File: src/rtl/imem_loader.sv
// imem_loader: receives a length-prefixed byte stream and writes it into instruction memory
// while holding the processor in reset.
// Stream format: length MSB, length LSB (N words), then 4*N data bytes. Words are big-endian.
// Optional macro IMEM_LOADER_CHECKSUM_EN adds a trailing XOR checksum byte. The checksum
// covers the two length bytes and all data bytes.
module imem_loader #(
    parameter int unsigned W           = 32,
    parameter int unsigned DEPTH_BYTES = 1024
) (
    input  logic         clk,
    input  logic         rst,
    input  logic         start,
    input  logic         in_valid,
    input  logic [7:0]   in_byte,
    output logic         in_ready,
    output logic         mem_we,
    output logic [W-1:0] mem_addr,
    output logic [7:0]   mem_wdata,
    output logic         cpu_hold,
    output logic         done,
    output logic         error
);

    localparam int unsigned MaxWords = DEPTH_BYTES / 4;
    // Wide enough to hold the full byte count of a maximum-size load.
    localparam int unsigned CntW     = $clog2(DEPTH_BYTES + 1);

    typedef enum logic [2:0] {
        StIdle,
        StLenHi,
        StLenLo,
        StData,
`ifdef IMEM_LOADER_CHECKSUM_EN
        StChk,
`endif
        StDone,
        StError
    } state_e;

    state_e            state_q, state_d;
    logic [7:0]        len_hi_q, len_hi_d;
    logic [CntW-1:0]   total_q, total_d;
    logic [CntW-1:0]   addr_q, addr_d;
    logic              mem_we_q, mem_we_d;
    logic [W-1:0]      mem_addr_q, mem_addr_d;
    logic [7:0]        mem_wdata_q, mem_wdata_d;
`ifdef IMEM_LOADER_CHECKSUM_EN
    logic [7:0]        chk_q, chk_d;
`endif

    logic              accept;
    logic [15:0]       n_words;
    logic              len_ok;
    logic              last_byte;

    // Handshake and length decode helpers.
    always_comb begin
        accept    = in_valid && in_ready;
        n_words   = {len_hi_q, in_byte};
        len_ok    = ({16'd0, n_words} <= MaxWords);
        last_byte = (addr_q == (total_q - CntW'(1)));
    end

    // Next-state logic and write-port staging.
    always_comb begin
        state_d     = state_q;
        len_hi_d    = len_hi_q;
        total_d     = total_q;
        addr_d      = addr_q;
        mem_we_d    = 1'b0;
        mem_addr_d  = mem_addr_q;
        mem_wdata_d = mem_wdata_q;
`ifdef IMEM_LOADER_CHECKSUM_EN
        chk_d       = chk_q;
        // The checksum byte itself is not folded into the running XOR.
        if (accept && (state_q != StChk)) begin
            chk_d = chk_q ^ in_byte;
        end
`endif
        case (state_q)
            StIdle, StDone, StError: begin
                if (start) begin
                    state_d  = StLenHi;
                    len_hi_d = 8'd0;
                    total_d  = '0;
                    addr_d   = '0;
`ifdef IMEM_LOADER_CHECKSUM_EN
                    chk_d    = 8'd0;
`endif
                end
            end
            StLenHi: begin
                if (accept) begin
                    len_hi_d = in_byte;
                    state_d  = StLenLo;
                end
            end
            StLenLo: begin
                if (accept) begin
                    if (!len_ok) begin
                        state_d = StError;
                    end else if (n_words == 16'd0) begin
`ifdef IMEM_LOADER_CHECKSUM_EN
                        state_d = StChk;
`else
                        state_d = StDone;
`endif
                    end else begin
                        state_d = StData;
                        // Truncation is safe: n_words is already bounded by MaxWords here.
                        total_d = CntW'({n_words, 2'b00});
                    end
                end
            end
            StData: begin
                if (accept) begin
                    mem_we_d    = 1'b1;
                    mem_addr_d  = W'(addr_q);
                    mem_wdata_d = in_byte;
                    addr_d      = addr_q + CntW'(1);
                    if (last_byte) begin
`ifdef IMEM_LOADER_CHECKSUM_EN
                        state_d = StChk;
`else
                        state_d = StDone;
`endif
                    end
                end
            end
`ifdef IMEM_LOADER_CHECKSUM_EN
            StChk: begin
                if (accept) begin
                    state_d = (in_byte == chk_q) ? StDone : StError;
                end
            end
`endif
            default: state_d = StIdle;
        endcase
    end

    // State and datapath registers, asynchronously cleared by rst.
    always_ff @(posedge clk or posedge rst) begin
        if (rst) begin
            state_q     <= StIdle;
            len_hi_q    <= 8'd0;
            total_q     <= '0;
            addr_q      <= '0;
            mem_we_q    <= 1'b0;
            mem_addr_q  <= '0;
            mem_wdata_q <= 8'd0;
`ifdef IMEM_LOADER_CHECKSUM_EN
            chk_q       <= 8'd0;
`endif
        end else begin
            state_q     <= state_d;
            len_hi_q    <= len_hi_d;
            total_q     <= total_d;
            addr_q      <= addr_d;
            mem_we_q    <= mem_we_d;
            mem_addr_q  <= mem_addr_d;
            mem_wdata_q <= mem_wdata_d;
`ifdef IMEM_LOADER_CHECKSUM_EN
            chk_q       <= chk_d;
`endif
        end
    end

    // Status outputs decoded from the current state.
    always_comb begin
        in_ready  = (state_q == StLenHi) || (state_q == StLenLo) || (state_q == StData)
`ifdef IMEM_LOADER_CHECKSUM_EN
                    || (state_q == StChk)
`endif
                    ;
        done      = (state_q == StDone);
        error     = (state_q == StError);
        cpu_hold  = (state_q != StDone);
        mem_we    = mem_we_q;
        mem_addr  = mem_addr_q;
        mem_wdata = mem_wdata_q;
    end

endmodule

File: config.mk
export PLATFORM = sky130hd
export DESIGN_NAME = imem_loader
export DESIGN_NICKNAME = d
export VERILOG_FILES = /design/src/rtl/imem_loader.sv
export SDC_FILE = /design/constraint.sdc
export NUM_CORES = 1
export LEC_CHECK = 0
export CAP_MARGIN = 5
export CELL_PAD_IN_SITES_DETAIL_PLACEMENT = 1
export CELL_PAD_IN_SITES_GLOBAL_PLACEMENT = 2
export CORE_MARGIN = 2
export CORE_UTILIZATION = 30
export DETAILED_ROUTE_END_ITERATION = 8
export PLACE_DENSITY = 0.78
export SLEW_MARGIN = 20
export SYNTH_ARGS = -nofsm -noshare
export SYNTH_HDL_FRONTEND = slang
export SYNTH_SLANG_ARGS = --single-unit
File: constraint.sdc
create_clock -name clk -period 2.97 [get_ports clk]
set_input_delay 0.891 -clock clk [delete_from_list [all_inputs] [get_ports clk]]
set_output_delay 0.891 -clock clk [all_outputs]
set_load 0.005 [all_outputs]
======== Word-level counts from Yosys, hierarchy flattened ========
Cells that the tools add are included.
word-level totals
  register bits after elaboration ......... 53
  bits of input ports ..................... 12
  logic and storage cells ................. 58
cells by class
  add/sub/neg operators ................... 2
  magnitude comparators ................... 1
  equal/unequal tests ..................... 14
  mux-type cells .......................... 20
  reductions and logical operators ........ 14
operators with widths
  operator                                                          number
  2-to-1 mux 11 bit                                                 5
  case mux 11 bit (2 select lines)                                  2
  2-to-1 mux 3 bit                                                  7
  less-or-equal comparator 16 x 9 -> 1 bit (second input constant)  1
  zero test 16 bit                                                  1
  2-to-1 mux 8 bit                                                  2
  case mux 8 bit (2 select lines)                                   1
  inequality test 2 bit (second input constant)                     7
  case mux 3 bit (4 select lines)                                   1
  adder 11 x 1 -> 11 bit (second input constant)                    1
  equality test 11 bit                                              1
  subtractor 11 x 1 -> 11 bit (second input constant)               1
  AND reduction 5 bit                                               2
  equality test 3 x 2 -> 1 bit (second input constant)              2
  equality test 3 bit (second input constant)                       2
  AND reduction 3 bit                                               2
  nonzero test 2 bit                                                3
  equality test 3 x 1 -> 1 bit (second input constant)              1
  zero test 3 bit                                                   1
  inequality test 3 bit (second input constant)                     1
  OR reduction 3 bit                                                1
  logical OR 1 bit                                                  2
  2-to-1 mux 1 bit                                                  2
  AND reduction 2 bit                                               1
  logical AND 1 bit                                                 1

======== Longest topological paths before layout ========
  word-level depth ........................ 6
  gate-level depth with buffers ........... 8
  depth with buffers taken out ............ 8

======== Worst setup path after synthesis ========
No wires, ideal clock.
  path type ............................... register to register
  from .................................... reg total_q[2]
  to ...................................... reg state_q[1]
  library setup time ...................... 124 ps
  arrival ................................. 2144 ps
  path slack .............................. 702 ps
  stages on the path, launching flop included .. 9
  path buffers ............................ 0
  period minus slack after synthesis ...... 2268 ps
  cell sequence ........................... dfrtp_1 > inv_1 > ha_1 > nor4b_1 > and2_1 > xnor2_1 > a21oi_1 > or4_4 > o31a_1
between the ends
  word-level cells in the longest chain between the ends .. 4
ends and longest elaborated chain
  what                                    line  source
  from (decl)                             42    logic [CntW-1:0] total_q, total_d;
  from (signal assigned)                  157   total_q <= total_d;
  subtractor 11 x 1 -> 11 bit             61    last_byte = (addr_q == (total_q - CntW'(1)));
  equality test 11 bit                    61
  inequality test 2 bit (no source line)  -
  AND reduction 5 bit (no source line)    -
  to (signal assigned)                    144   state_q <= StIdle;
  to (signal assigned)                    155   state_q <= state_d;
  to (decl)                               40    state_e state_q, state_d;
No other way between the ends.
A chain may end at the register's enable or synchronous reset.

======== Worst setup path in the final report ========
  from .................................... reg state_q[0]
  to ...................................... out done
between the ends
  word-level cells in the longest chain between the ends .. 1
ends and longest elaborated chain
  what                 line  source
  equality test 3 bit  175   done = (state_q == StDone);
  to (decl)            20    output logic done,
No other way between the ends.

==> results.md <==
- The die is 99.3 µm tall.
- The share of the cycle needed by the critical path after routing is 85.8%.
- The total routing resource utilization after global routing is a little over an eighth.
- By area the synthesized netlist is led by dfrtp_1 (47%), nand2_1 (11%), buf_4 (5.8%), xnor2_1 (4.2%), mux2i_1 (4.0%).
- The clock tree buffer depth is 2.
- The cell area after layout is 0.00327 mm².
- The area growth from synthesis to layout is 19.9%.
- The net switching component of the power is 0.00110 W.
- The die covers roughly 0.0099 mm².
- The first global-routing pass estimated 10.7 mm of wire.
- The worst pin sits at a relative slew slack of 63.7%.
- The number of distinct library cells after synthesis is 42.
- The final critical-path setup slack is 421 ps.
- The highest clock rate is 0.392 GHz.
- The final critical delay including setup and external delays is 2550 ps.
- Entering global routing, the biggest net connects 52 pins.
- The via count is 2089.
- Counting tap cells, the placed design contains a total of 445 instances.
- The detailed-routed wire length on met3 is 250 µm.
- Internal power comes to 0.00173 W.
- The sequential share of power is 37.5%.
- The clock reaches the later pin of the worst-skew pair after 300 ps.
- Sequential cells were found to cover 46.9% of the synthesized design area.
- The slowest stage of the critical path is the dfrtp_1 cell.
- The uppermost layer routed is met4.
- The multiplexer fraction of the synthesized cell area is 4.46%.
- Yosys printed 0 warnings.
- The number of cell rows is 34.
- The number of fill cells is 1038.
- The number of gates resized after cts is 0.
- In the final timing run, aggregate negative setup slack is 0 ps.
- After detailed routing, the number of vias per cell comes to 4.61.
- The initial antenna violation count was 0.
- The routed wire length is 6.37 mm.
- A synthesized cell averages 8.93 µm².
- The number of buffers added by the clock tree synthesis step is 5.
- The most frequently used flop master after synthesis is dfrtp_1.
- The maximum single-stage delay on the critical path is between 500 and 600 ps.
- The TritonCTS clock tree is done.
- The main combinational cell family by area after synthesis is simple AND/OR/NAND/NOR gates.
- Counting every sink on the clock net gives 51.
- The post-CTS repair timing setup buffer count is 0.
- At the pin with the least slew margin, the transition time is 543 ps.
- Counting flops and latches in the post-synthesis netlist gives 51.
- The total power divided by cell area is just under 900 mW/mm².
- The count of final max-slew check failures is 0.
- In the routed design, unresolved DRC markers number 0.
- The number of buffers and inverters on the critical path is 3.
- Of the total synthesized cell area, the portion taken by full adders, half adders and majority gates is 0.919%.
- For the worst setup path, the data required time is 2080 ps.
- Summing the areas of all xor and xnor instances in the mapped netlist gives 7.72% of the synthesized area.
- After detailed routing, the wire length on met1 is 2.92 mm.
- The synthesized design contains 0 enable-type register cells.
- The data arrival time of the critical path is ~1700 ps.
- The clock slew seen by the registers of the worst setup and hold paths is 90 ps.
- The tool flagged a number of max-cap violations equal to 0.
- The cell type contributing the most total cell area after synthesis is dfrtp_1.
- The post-synthesis share of cell area spent on and, or, nand and nor gates is 23.5%.
- In this run the remaining antenna-violating nets after routing total 0.
- The share of synthesized area in the top cell type comes to 46.9%.
- The post-placement setup slack is 94.3 ps.
- The combinational group share of total power is 47.2%.
- Ranked by instance count, the synthesized netlist is headed by nand2_1 (77), dfrtp_1 (51), buf_4 (21).
- The number of iterations in the first detailed-routing pass is 4.
- The count of H-tree levels built during CTS is 2.
- The most numerous cell type found on the critical path is inv_1.
- The die width is about 99 µm.
- The type of origin of the critical path is a flip-flop.
- The setup path with the least slack is of type reg -> out.
- The synthesized netlist devotes 6.25% of its cell area to compound gates.
- In this run, the number of DRC markers left after iteration 0 of detailed routing was 59.
- The routed length per instance is approximately 14 µm.
- The count of antenna diodes in the layout is 0.
- The count of pins on the block boundary is 57.
- The number of port buffers is 35.
- The final layout contains 358 nets.
- The most numerous cell in the Yosys netlist is nand2_1.
- Setup violations remaining at the end of the flow were counted as 0.
- The global route total overflow is 0.
- The class of the most critical hold timing path is reg -> reg.
- The final weighted congestion in routability-driven placement is approximately 0.77.
- The analysis attributes to cell leakage a power of 1.56 nW.
- The total area inside the core boundary comes to 0.00876 mm².
- The number of hold buffers added after CTS is 0.
- After technology mapping, the gate count stands at ~310.
- Net switching is approximately two fifths of the power.
- In this run the cell area of the synthesized design comes to 0.00272 mm².
- The async set-or-reset flop fraction in the synthesized netlist is 100%.
- Walking the worst path, the cells encountered are inv_1, nand3_1, inv_1, clkdlybuf4s50_1.
- Among cell families on the critical path, the largest total delay comes from buffers and inverters.
- Of all nets on the critical path, the largest fanout is 10.
- The tree is rooted in a clkbuf_8.
- After layout, the design draws a total of about 0.0028 W.
- The share of cells above drive strength 1 is roughly 8.1%.
- Per report_power, the clock group accounts for 15.3% of the total.
- The flow ran to the end, and the final reports show no timing, DRC or antenna violations.
- The filler-free cell count of the finished design is 453.
- The initial utilization of the core area, before any placement, comes to 31.1%.
- The worst IR drop on VDD is around 0.32 mV.
- The final-report hold violation count is 0.
- The worst clock skew is 4.17 ps.
- The placed wire-length estimate after detailed placement is 4.84 mm.
- Once placement finished, the instance area stood at around 0.0032 mm².
- The category of the worst setup path capture point is an output pin.
- Setup repair after global routing left no endpoint under its margin.
- The routed design uses around 3.2 mm of met2 wire.
- The number of global-route vias before repair is 2155.
stage by stage:
stage,utilization [%],hold WS [ps]
floorplan,-,468
global placement,36.1,458
detailed placement,36.1,467
CTS,37.3,489
global route,37.3,506
finish,37.3,479
sequential cells by signal (all words and copies together) (netlist names):
register   flops
addr_q        11
len_hi_q       8
mem_addr      11
mem_wdata      8
mem_we         1
state_q        3
total_q        9
logic make-up (layout without fill, tap and decap cells):
group | after synthesis | count (layout)
flops | 51 | 51
fa+ha+maj | 2 | 2
mux | 12 | 12
xor+xnor | 24 | 24
other cells | 1 | 21
buf+inv | 51 | 71
compound gates | 27 | 27
simple gates | 137 | 137
power groups by stage:
| stage | logic (W) | clock network (W) | registers, W |
|---|---|---|---|
| after CTS | 0.00136 | 0.000449 | 0.00107 |
| after global placement | 0.00131 | 0 | 0.00107 |
| after floorplan | 0.000929 | 0 | 0.00102 |
| final | 0.00134 | 0.000433 | 0.00106 |
| after global routing | 0.00149 | 0.000476 | 0.00110 |
| after detailed placement | 0.00135 | 0 | 0.00108 |
final timing paths:
kind,from,to,slack [ps],cells past startpoint
max in group asynchronous,rst,len_hi_q[5]$_DFFE_PP0P_,1790,3
worst max register to register,total_q[2]$_DFFE_PP0P_,state_q[1]$_DFFE_PP0P_,430,8
worst min-delay path,mem_addr[7]$_DFFE_PP0P_,mem_addr[7]$_DFFE_PP0P_,480,2
worst max-delay path,state_q[0]$_DFFE_PP0P_,done,420,4
worst min register to register,mem_addr[7]$_DFFE_PP0P_,mem_addr[7]$_DFFE_PP0P_,480,2
min in group asynchronous,rst,mem_addr[1]$_DFFE_PP0P_,950,3
layout by cell type (no fill, tap or decap), types with 2 or more instances in the layout:
cell             synthesis  routed
nand2_1                 77      77
dfrtp_1                 51      51
clkdlybuf4s50_1          0      35
conb_1                   1      21
inv_1                   17      16
nand3_1                 16      16
nor2_1                  15      15
o21ai_0                 14      14
xnor2_1                 13      13
xor2_1                  11      11
mux2i_1                 11      11
buf_4                   21      10
nor3_1                   8       8
clkbuf_8                 0       7
a21oi_1                  5       5
nor4_1                   3       3
nand4_1                  3       3
nor3b_2                  2       2
and3_1                   2       2
ha_1                     2       2
cell type report:
cell class / instances / area [µm²] / area share, %
sequential: 51 / 1280 / 39.1
multi-input combinational: 223 / 1240 / 38.1
timing repair buffer: 46 / 445 / 13.6
tap: 108 / 135 / 4.14
clock buffer: 8 / 100 / 3.07
inverter: 17 / 63.8 / 1.95
per-layer routing:
| layer | vias up | GRT usage (%) |
|---|---|---|
| li1 | 1037 | - |
| met1 | 1007 | 16.6 |
| met2 | 40 | 24.0 |
| met3 | 5 | 3.09 |
| met4 | 0 | 3.16 |
| met5 | - | 0 |
worst reg2reg max path, stage by stage, from the launching register on:
cell and delay, ps:
dfrtp_1 420, inv_1 140, ha_1 220, nor4b_1 400
and2_1 240, xnor2_1 130, a21oi_1 90, or4_4 550
o31a_1 260
No activity file was read; power rests on OpenSTA's default activity.
